--- src/rtl/rr_arb3_ctrl_if.sv ---
// Requester/resource bundle for the three-way round-robin arbiter.
// The master side owns req/payloads/ready; the slave side (the arbiter) drives grant and transfer.
interface rr_arb3_ctrl_if #(
    parameter int DW = 4
);
    logic [2:0]    req;
    logic [DW-1:0] data0;
    logic [DW-1:0] data1;
    logic [DW-1:0] data2;
    logic          res_ready;
    logic          res_valid;
    logic [DW-1:0] res_data;
    logic [2:0]    gnt;
    logic          busy;

    modport master (
        output req, data0, data1, data2, res_ready,
        input  res_valid, res_data, gnt, busy
    );

    modport slave (
        input  req, data0, data1, data2, res_ready,
        output res_valid, res_data, gnt, busy
    );
endinterface

--- src/rtl/rr_arb3_ctrl.sv ---
// Three-requester round-robin arbiter with burst-capped tenures.
// One grant at a time; the owner's payload is offered over res_valid/res_ready.
module rr_arb3_ctrl #(
    parameter int DW        = 4,
    parameter int MAX_BURST = 4,
    parameter int CW        = 4
) (
    input  logic           clk,
    input  logic           rst_n,
    rr_arb3_ctrl_if.slave  bus
);

    localparam logic [0:0]    ST_IDLE  = 1'b0;
    localparam logic [0:0]    ST_GRANT = 1'b1;
    localparam logic [CW-1:0] LAST_CNT = CW'(MAX_BURST - 1);

    // Index (p + off) mod 3, for p and off both in 0..2.
    function automatic logic [1:0] add_mod3(input logic [1:0] p, input logic [1:0] off);
        logic [2:0] sum;
        sum = {1'b0, p} + {1'b0, off};
        if (sum >= 3'd3) begin
            add_mod3 = 2'(sum - 3'd3);
        end else begin
            add_mod3 = sum[1:0];
        end
    endfunction

    // Returns {hit, idx}: first set request searching p, p+1, p+2 (mod 3).
    function automatic logic [2:0] rr_pick(input logic [2:0] r, input logic [1:0] p);
        logic [2:0] rot;
        logic [1:0] off;
        logic       hit;
        case (p)
            2'd0:    rot = r;
            2'd1:    rot = {r[0], r[2], r[1]};
            2'd2:    rot = {r[1], r[0], r[2]};
            default: rot = r;
        endcase
        hit = 1'b1;
        if (rot[0]) begin
            off = 2'd0;
        end else if (rot[1]) begin
            off = 2'd1;
        end else if (rot[2]) begin
            off = 2'd2;
        end else begin
            off = 2'd0;
            hit = 1'b0;
        end
        rr_pick = {hit, add_mod3(p, off)};
    endfunction

    function automatic logic [2:0] onehot3(input logic [1:0] idx);
        case (idx)
            2'd0:    onehot3 = 3'b001;
            2'd1:    onehot3 = 3'b010;
            2'd2:    onehot3 = 3'b100;
            default: onehot3 = 3'b000;
        endcase
    endfunction

    logic [0:0]    state_r;
    logic [2:0]    gnt_r;
    logic [1:0]    owner_r;
    logic [1:0]    ptr_r;
    logic [CW-1:0] cnt_r;

    logic          owner_req_s;
    logic [DW-1:0] owner_data_s;
    logic          valid_s;
    logic          xfer_s;
    logic          release_s;
    logic [2:0]    pick_s;
    logic [1:0]    ptr_next_s;

    // Owner's request line and payload, selected by the registered owner index.
    always_comb begin
        owner_req_s  = 1'b0;
        owner_data_s = {DW{1'b0}};
        case (owner_r)
            2'd0: begin
                owner_req_s  = bus.req[0];
                owner_data_s = bus.data0;
            end
            2'd1: begin
                owner_req_s  = bus.req[1];
                owner_data_s = bus.data1;
            end
            2'd2: begin
                owner_req_s  = bus.req[2];
                owner_data_s = bus.data2;
            end
            default: begin
                owner_req_s  = 1'b0;
                owner_data_s = {DW{1'b0}};
            end
        endcase
    end

    // Transfer qualification and tenure release; valid is gated by the live req so a dropping owner sees no transfer.
    always_comb begin
        valid_s    = (state_r == ST_GRANT) && ((gnt_r & bus.req) != 3'b000);
        xfer_s     = valid_s && bus.res_ready;
        release_s  = 1'b0;
        if (state_r == ST_GRANT) begin
            release_s = !owner_req_s || (xfer_s && (cnt_r == LAST_CNT));
        end else begin
            release_s = 1'b0;
        end
        pick_s     = rr_pick(bus.req, ptr_r);
        ptr_next_s = add_mod3(owner_r, 2'd1);
    end

    // Arbitration state, grant, owner, pointer and burst counter.
    always_ff @(posedge clk) begin
        if (!rst_n) begin
            state_r <= ST_IDLE;
            gnt_r   <= 3'b000;
            owner_r <= 2'd0;
            ptr_r   <= 2'd0;
            cnt_r   <= {CW{1'b0}};
        end else begin
            case (state_r)
                ST_IDLE: begin
                    if (pick_s[2]) begin
                        gnt_r   <= onehot3(pick_s[1:0]);
                        owner_r <= pick_s[1:0];
                        cnt_r   <= {CW{1'b0}};
                        state_r <= ST_GRANT;
                    end else begin
                        gnt_r   <= 3'b000;
                    end
                end
                ST_GRANT: begin
                    if (release_s) begin
                        gnt_r   <= 3'b000;
                        cnt_r   <= {CW{1'b0}};
                        ptr_r   <= ptr_next_s;
                        state_r <= ST_IDLE;
                    end else if (xfer_s) begin
                        cnt_r   <= cnt_r + {{(CW-1){1'b0}}, 1'b1};
                    end else begin
                        cnt_r   <= cnt_r;
                    end
                end
                default: begin
                    state_r <= ST_IDLE;
                    gnt_r   <= 3'b000;
                    cnt_r   <= {CW{1'b0}};
                end
            endcase
        end
    end

    assign bus.res_valid = valid_s;
    assign bus.res_data  = valid_s ? owner_data_s : {DW{1'b0}};
    assign bus.gnt       = gnt_r;
    assign bus.busy      = (state_r == ST_GRANT);

endmodule

--- src/flat_wrapper.sv ---
// flat-port wrapper written by rule: the top's interface ports become plain ports
module rr_arb3_ctrl_flat 
#(
    parameter int DW        = 4,
    parameter int MAX_BURST = 4,
    parameter int CW        = 4
)
  (clk, rst_n, bus_req, bus_data0, bus_data1, bus_data2, bus_res_ready, bus_res_valid, bus_res_data, bus_gnt, bus_busy);
  rr_arb3_ctrl_if #(.DW(DW)) bus_i ();
  input  logic clk;
  input  logic rst_n;
  input wire logic [$bits(bus_i.req)-1:0] bus_req;
  input wire logic [$bits(bus_i.data0)-1:0] bus_data0;
  input wire logic [$bits(bus_i.data1)-1:0] bus_data1;
  input wire logic [$bits(bus_i.data2)-1:0] bus_data2;
  input wire logic [$bits(bus_i.res_ready)-1:0] bus_res_ready;
  output wire logic [$bits(bus_i.res_valid)-1:0] bus_res_valid;
  output wire logic [$bits(bus_i.res_data)-1:0] bus_res_data;
  output wire logic [$bits(bus_i.gnt)-1:0] bus_gnt;
  output wire logic [$bits(bus_i.busy)-1:0] bus_busy;
  assign bus_i.req = bus_req;
  assign bus_i.data0 = bus_data0;
  assign bus_i.data1 = bus_data1;
  assign bus_i.data2 = bus_data2;
  assign bus_i.res_ready = bus_res_ready;
  assign bus_res_valid = bus_i.res_valid;
  assign bus_res_data = bus_i.res_data;
  assign bus_gnt = bus_i.gnt;
  assign bus_busy = bus_i.busy;
  rr_arb3_ctrl #(.DW(DW), .MAX_BURST(MAX_BURST), .CW(CW)) u_core (.clk(clk), .rst_n(rst_n), .bus(bus_i));
endmodule
--- config.mk ---
export PLATFORM = sky130hd
export DESIGN_NAME = rr_arb3_ctrl_flat
export DESIGN_NICKNAME = d
export VERILOG_FILES = /design/src/rtl/rr_arb3_ctrl_if.sv /design/src/rtl/rr_arb3_ctrl.sv /design/src/flat_wrapper.sv
export SDC_FILE = /design/constraint.sdc
export NUM_CORES = 1
export LEC_CHECK = 0
export ABC_AREA = 1
export CAP_MARGIN = 10
export CORE_MARGIN = 2
export CORE_UTILIZATION = 47
export CTS_BUF_LIST = sky130_fd_sc_hd__clkbuf_16
export DETAILED_ROUTE_END_ITERATION = 16
export PLACE_DENSITY = 0.83
export RECOVER_POWER = 50
export REMOVE_ABC_BUFFERS = 1
export SYNTH_ARGS = -nofsm -noshare
export SYNTH_HDL_FRONTEND = slang
export SYNTH_SLANG_ARGS = --single-unit
export TNS_END_PERCENT = 20
--- constraint.sdc ---
create_clock -name clk -period 4 [get_ports clk]
set_clock_uncertainty 0.2 [all_clocks]
set_input_delay 0.4 -clock clk [delete_from_list [all_inputs] [get_ports clk]]
set_output_delay 0.4 -clock clk [all_outputs]
set_load 0.02 [all_outputs]
==> implementation parameters, run 1 <==
Parameter                              Value

Status
  Result of the run    finished, final reports clean

Logic synthesis
  Count of distinct cell types in the synthesized netlist    21
  List of most frequent post-synthesis cells    sky130_fd_sc_hd__nand2_1, sky130_fd_sc_hd__inv_1, sky130_fd_sc_hd__nand3_1
  Sequential fraction of the synthesis area    0.2391
  Yosys top cell area share    0.2391
  Instance count of the mapped netlist    between 150 and 200
  Top cells by area, synth    sky130_fd_sc_hd__dfxtp_1, sky130_fd_sc_hd__nand2_1, sky130_fd_sc_hd__ha_1
  Combined area of all synthesized cells    around 0.001 mm²
  Post-Syn Area per Cell    6.567 µm²
  Number of synthesis warnings    0
  Top cell type by total area after synthesis    sky130_fd_sc_hd__dfxtp_1
  Register bit count reported by yosys    12
  Share of flip-flops with an asynchronous set or reset    0
  Most used flip-flop cell after synthesis    sky130_fd_sc_hd__dfxtp_1
  Most frequent cell after synthesis    sky130_fd_sc_hd__nand2_1
  Number of enable flip-flop cells after synthesis    0

Timing
  Hold_ws    307.8 ps
  Number of hold violations in the final report    0
  Final Max Tran Viols    0
  Upper clock frequency limit    294.3 MHz
  Slew headroom    0.7672
  Final worst-path cycle share    0.8495
  Final critical delay including setup and external delays    between 3000 and 4000 ps
  Transition time at the pin with the least slew margin    349.2 ps
  Setup violations, final    0
  RSZ-0062 raised after global routing    false
  Total negative slack for setup checks    0 ps

Routing
  Initial drt markers    30
  Routed via count divided by cell count    5.219
  Per-cell routed wire length    12.30 µm
  WL final    2583 µm
  Number of detailed-route iterations in the first pass    4
  DRT antenna net count    0
  DRC viols    0
  Routed via count    1096

Worst setup path
  Most Frequent Cell on Critical Path    sky130_fd_sc_hd__inv_1
  Crit path cell chain    inv_1 > ha_1 > inv_2 > or2_1 > nand2_1 > a21oi_1 > ha_1 > inv_1 > fa_1 > inv_1 > ha_1 > inv_1 > nand2_1 > o21bai_1 > o21ai_0 > inv_1 > nand3_1 > a21oi_1
  Family with the most delay on the worst path    adder cells
  Start-to-end type of the worst setup path    register to register
  Setup crit start kind    register
  Endpoint class of the critical path    register
  Delay contributed by the slowest stage of the critical path    540 ps
  Worst path required time    between 3000 and 4000 ps
  Max Fanout on Critical Path    6
  Total buffers and inverters traversed by the critical path    6
  Crit path arrival time    3320 ps
  Slowest library cell on the worst path    sky130_fd_sc_hd__fa_1

Place
  Number of I/O port buffers    26
  Post-detail-place hpwl    2050 µm
  GPL Wtd Cong    approximately 0.80
  Placed cell count    about 200

Global route
  Number of antenna violations at the first check in global routing    0
  Pin count of the biggest net entering global routing    9
  First-pass GRT wire length    4298 µm
  Aggregate global routing overflow    0
  GRT Resource Usage Total    0.2231
  Vias in the first global route    1035

Clocking
  Clock edge transition at the registers on the reported setup and hold paths    40 ps
  Post-CTS Setup Bufs    0
  Number of buffers inserted during clock tree synthesis    3
  # hold bufs at CTS    0
  CTS HTree Levels    1
  Number of clock sinks    12
  Resize count post-CTS    0
  Clk Tree Root Cell    sky130_fd_sc_hd__clkbuf_16
  Clock tree from TritonCTS    built
  Deepest clock path buffer count    2
  Insertion delay of the later-clocked pin in the worst-skew pair    240 ps

Die
  Starting Density    0.5069
  Total number of placement rows    16
  Die area    0.002524 mm²
  Die outline height    50.24 µm
  Die Wd    50.24 µm
  Area of the core region    roughly 0.002 mm²
  Number of I/O pins    27

Job
  Number of maximum-capacitance violations    0

Power
  Worst VDD drop    404.6 µV
  Static leakage    0.6128 nW
  Overall power    948.7 µW
  Power density of the placed cells    691.8 mW/mm²

Finish
  Layout Area Growth over Synthesis    36.49%
  # nets final    213
  Final std cells w/o fill    210
  Fraction of final layout cells with drive strength greater than 1    0.06011
  Number of antenna cells inserted    0

Worst hold path
  Hold WC Path Type    register to register
area by class of cell:
class / count / area (µm²)
clock buffer: 3 / 75.07
clock inverter: 1 / 3.754
fill: 155 / 610.6
inverter: 25 / 93.84
multi-input combinational: 116 / 664.4
sequential: 12 / 240.2
tap: 27 / 33.78
timing repair buffer: 26 / 260.3
state kept, by name, summed over array words and instances, names as in the netlist:
name and flops:
u_core.owner_r 2, u_core.bus.busy 1, u_core.ptr_r 2, u_core.bus.gnt 3, u_core.cnt_r 4
worst paths after layout:
| path | start | to | slack, ps | cells after the start |
|---|---|---|---|---|
| hold reg to reg | u_core.bus.gnt[0] | u_core.bus.gnt[0] | 310 | 2 |
| setup reg to reg | u_core.ptr_r[0] | u_core.bus.gnt[1] | 600 | 18 |
| setup / recovery | u_core.ptr_r[0] | u_core.bus.gnt[1] | 600 | 18 |
| hold / removal | u_core.bus.gnt[0] | u_core.bus.gnt[0] | 310 | 2 |
cell usage in the layout (no fill, tap or decap), types with 10 or more instances in the layout:
cell	instances
sky130_fd_sc_hd__dfxtp_1	12
sky130_fd_sc_hd__ha_1	10
sky130_fd_sc_hd__nand2_1	45
sky130_fd_sc_hd__nor2_1	10
sky130_fd_sc_hd__clkdlybuf4s50_1	22
sky130_fd_sc_hd__inv_1	24
sky130_fd_sc_hd__a21oi_1	12
sky130_fd_sc_hd__nand3_1	14
power by group:
group	switching, mW	total (mW)	internal (mW)	leakage (nW)
clock network	0.0525	0.184	0.132	0.0385
registers	0.0392	0.201	0.162	0.0987
logic	0.347	0.564	0.217	0.476
total	0.439	0.949	0.510	0.613
kinds of logic after synthesis:
| group | Yosys count | share of synthesized area |
|---|---|---|
| adder cells (fa/ha/maj) | 11 | 0.1445 |
| AO/OA/AOI/OAI | 21 | 0.1258 |
| buffers and inverters | 25 | 0.09340 |
| XOR/XNOR | 2 | 0.01744 |
| AND/OR/NAND/NOR | 82 | 0.3798 |
| flip-flops | 12 | 0.2391 |
stage by stage:
step	util	setup slack, ps	area, µm²
floorplan	-	979.3	1005
global placement	0.6553	665.5	1299
detailed placement	0.6553	513.9	1299
CTS	0.6951	641.2	1378
global route	0.6919	295.1	1371
finish	0.6919	601.9	1371
tightest hold or removal path, cell delays in order (launching register included):
cell and delay [ps]:
sky130_fd_sc_hd__dfxtp_1 330, sky130_fd_sc_hd__nand2_1 70, sky130_fd_sc_hd__a21oi_1 60
metal layers:
metal / GRT usage / vias to the layer above / share of wire
met1: 0.2606 / 505 / 0.45
met5: 0 / - / 0
met2: 0.3882 / 34 / 0.47
met3: 0.07738 / 4 / 0.069
li1: - / 553 / -
met4: 0.05093 / 0 / 0.0077
Power figures use the tool's default switching activity.
==> run 2, diff against run 1 <==
--- a/config.mk
+++ b/config.mk
@@ -8,10 +8,10 @@
 export ABC_AREA = 1
 export CAP_MARGIN = 10
 export CORE_MARGIN = 2
-export CORE_UTILIZATION = 47
+export CORE_UTILIZATION = 43
 export CTS_BUF_LIST = sky130_fd_sc_hd__clkbuf_16
 export DETAILED_ROUTE_END_ITERATION = 16
-export PLACE_DENSITY = 0.83
+export PLACE_DENSITY = 0.8
 export RECOVER_POWER = 50
 export REMOVE_ABC_BUFFERS = 1
 export SYNTH_ARGS = -nofsm -noshare
==> constraint.sdc (replaced) <==
create_clock -name clk -period 2.73 [get_ports clk]
set_clock_uncertainty 0.2 [all_clocks]
set_input_delay 0.273 -clock clk [delete_from_list [all_inputs] [get_ports clk]]
set_output_delay 0.273 -clock clk [all_outputs]
set_load 0.02 [all_outputs]
==> run 2 against run 1 <==
Net effect: the run now ends with negative setup slack left; global-route usage rose by 1.3 points; hold slack lost 15 ps; highest routed layer unchanged; critical path type unchanged; clock power is 43% higher; design area grew 14%; non-clock buffer count increased by 15; sequential share of layout area down 2.0 points; critical endpoint is now u_core.bus.gnt[2]; die area up 8.5%; first-iteration DRC count increased by 3.3%; register-to-register slack worse by 840 ps; sequential cell count did not move; setup slack got worse by 840 ps; largest power group unchanged.
==> implementation parameters, run 2 (synthesis gave the netlist of run 1 again) <==
Parameter                              Value

Timing
  Transition time at the pin with the least slew margin    274.1 ps (-75.13 ps)
  Setup violations, final    5 (+5)
  Slew headroom    0.8167 (+0.04951)
  RSZ-0062 raised after global routing    true
  Slack of the critical path    -239.2 ps (-841.2 ps)
  Hold_ws    292.7 ps (-15.16 ps)
  Final worst-path cycle share    1.088 (+0.2381)
  Number of hold violations in the final report    0 (unchanged)
  Final Max Tran Viols    0 (unchanged)
  Final critical delay including setup and external delays    2969 ps (-428.8 ps)
  Upper clock frequency limit    336.8 MHz (+14%)

Worst hold path
  Hold WC Path Type    register to register
  Cell depth of the worst hold path    2 (unchanged)

Global route
  Vias in the first global route    1190 (+15%)
  First-pass GRT wire length    4919 µm (+14%)
  Number of antenna violations at the first check in global routing    0 (unchanged)
  Aggregate global routing overflow    0 (unchanged)
  Pin count of the biggest net entering global routing    9 (unchanged)
  GRT Resource Usage Total    0.2364 (+0.01329)

Clocking
  Clock tree from TritonCTS    built
  Number of clock sinks    12 (unchanged)
  Deepest clock path buffer count    2 (unchanged)
  Clock edge transition at the registers on the reported setup and hold paths    40 ps (about the same)
  Clk Tree Root Cell    sky130_fd_sc_hd__clkbuf_16
  Number of buffers inserted during clock tree synthesis    3 (unchanged)
  CTS HTree Levels    1 (unchanged)
  Insertion delay of the later-clocked pin in the worst-skew pair    240 ps (about the same)

Routing
  Per-cell routed wire length    12.69 µm (+3.2%)
  DRT antenna net count    0 (unchanged)
  Number of detailed-route iterations in the first pass    4 (unchanged)
  DRC viols    0 (unchanged)
  Routed via count divided by cell count    5.120 (-1.9%)
  WL final    2856 µm (+11%)
  Routed via count    1152 (+5.1%)
  Initial drt markers    31 (+3.3%)

Finish
  Most common cell after layout, fill and taps aside    sky130_fd_sc_hd__nand2_1
  Sequential standard cell area    242.7 µm² (+1.0%)
  Flip-flop count of the largest register, all copies and words added    4 (unchanged)
  Footprint of the multi-input gates    738.2 µm² (+11%)
  Most frequent cells in the layout    sky130_fd_sc_hd__nand2_1, sky130_fd_sc_hd__clkdlybuf4s50_1, sky130_fd_sc_hd__inv_1
  Number of fill cells    176 (+14%)
  Register name with the most flops    u_core.cnt_r
  Layout Area Growth over Synthesis    55.29%
  # nets final    228 (+7.0%)
  Number of antenna cells inserted    0 (unchanged)
  Fraction of final layout cells with drive strength greater than 1    0.2437 (+0.1835)

Die
  Number of I/O pins    27 (unchanged)
  Total number of placement rows    17 (+1)
  Area of the core region    0.002212 mm² (+12%)
  Die area    0.002739 mm² (+8.5%)
  Die outline height    52.34 µm (+4.2%)
  Die Wd    52.34 µm (+4.2%)
  Starting Density    0.4542 (-0.05276)

Worst setup path
  Setup crit start kind    register
  Crit path arrival time    2940 ps (-380 ps)
  Worst path required time    2700 ps (-1220 ps)
  Max Fanout on Critical Path    5 (-1)
  Crit path cell chain    inv_2 > ha_4 > inv_4 > or2_4 > a21oi_2 > ha_2 > inv_2 > fa_1 > inv_1 > ha_2 > inv_2 > nand2_2 > o21bai_4 > o21ai_4 > nand3_1 > a21oi_1
  Start-to-end type of the worst setup path    register to register
  Delay contributed by the slowest stage of the critical path    500 ps (-40 ps)
  Cell count of the worst reg-to-reg path    16 (-2)
  FF-to-FF setup slack    -240 ps (-840 ps)
  Endpoint class of the critical path    register
  Slowest library cell on the worst path    sky130_fd_sc_hd__fa_1
  Most Frequent Cell on Critical Path    sky130_fd_sc_hd__inv_2

Status
  Violated checks    negative setup slack
  Result of the run    complete, but fails checks

Place
  Number of I/O port buffers    26 (unchanged)
  GPL Wtd Cong    0.9159 (+15%)
  Post-detail-place hpwl    2129 µm (+3.8%)
  Pre-CTS setup slack    -530.2 ps (-1044 ps)

Power
  Static leakage    0.6895 nW (+13%)
  Worst VDD drop    1006 µV (+150%)
  Power density of the placed cells    1122 mW/mm² (+62%)

Job
  Number of maximum-capacitance violations    0 (unchanged)
==> run 2: cell types whose count changed in the layout (fill, tap and decap cells not counted), moves of 2 or more <==
cell and change:
sky130_fd_sc_hd__dfxtp_1 -2, sky130_fd_sc_hd__inv_1 -5, sky130_fd_sc_hd__nand3_1 -2, sky130_fd_sc_hd__nand2_1 -4, sky130_fd_sc_hd__inv_2 +4, sky130_fd_sc_hd__buf_4 +15
sky130_fd_sc_hd__nand3_2 +2, sky130_fd_sc_hd__ha_2 +2, sky130_fd_sc_hd__ha_1 -3, sky130_fd_sc_hd__a21oi_1 -3, sky130_fd_sc_hd__dfxtp_2 +2, sky130_fd_sc_hd__nand2_2 +4
sky130_fd_sc_hd__a21oi_2 +3
==> run 2: critical path: cells and delay by family (launching register included) <==
kind	cells	cell delay, ps
AO/OA/AOI/OAI	4	620
adder cells (fa/ha/maj)	4	1110
AND/OR/NAND/NOR	3	380
flip-flops	1	330
buffers and inverters	5	240
==> run 2: worst paths after layout <==
kind                startpoint                end
max            u_core.ptr_r[0]  u_core.bus.gnt[2]
max reg2reg    u_core.ptr_r[0]  u_core.bus.gnt[2]
min          u_core.bus.gnt[1]  u_core.bus.gnt[1]
min reg2reg  u_core.bus.gnt[1]  u_core.bus.gnt[1]
==> run 2: layout make-up <==
class                           instances  area share
Tap cell                               28     0.02245
Sequential cell                        12      0.1556
Multi-Input combinational cell        116      0.4731
Timing Repair Buffer                   41      0.2390
Clock buffer                            3     0.04812
Inverter                               25     0.06175
==> run 2: repair_timing <==
item	4_1_cts	5_1_grt
hold buffers	0	0
buffers inserted	3	0
gates cloned	0	0
endpoints found under the setup margin	5	5
gates resized for setup	16	8
pin swaps	7	4
==> run 2: where the power goes <==
part           switching (mW)  leakage, nW  internal [mW]
logic                   0.670        0.553          0.524
clock network          0.0725       0.0370          0.190
registers              0.0554       0.0994          0.239
total                   0.798        0.690          0.953
==> run 2: metrics by stage <==
stage / total power, mW / TNS, ps / cell area [µm²] / utilization / instances
after global placement: 1.200 / -1480 / 1390 / 0.6284 / 219
after CTS: 1.646 / -1158 / 1534 / 0.6934 / 225
after global routing: 1.903 / -1717 / 1560 / 0.7053 / 225
after floorplan: 0.9239 / -1031 / 1005 / - / 153
after detailed placement: 1.247 / -2120 / 1390 / 0.6284 / 219
final: 1.751 / -1110 / 1560 / 0.7053 / 225
==> run 2: layer usage <==
layer,part of all wire,global-route usage,vias to the layer above
met1,0.41,0.2636,521
met3,0.070,0.04000,4
met2,0.51,0.4292,46
met5,0,0,-
met4,0.0095,0.1111,0
li1,-,-,581
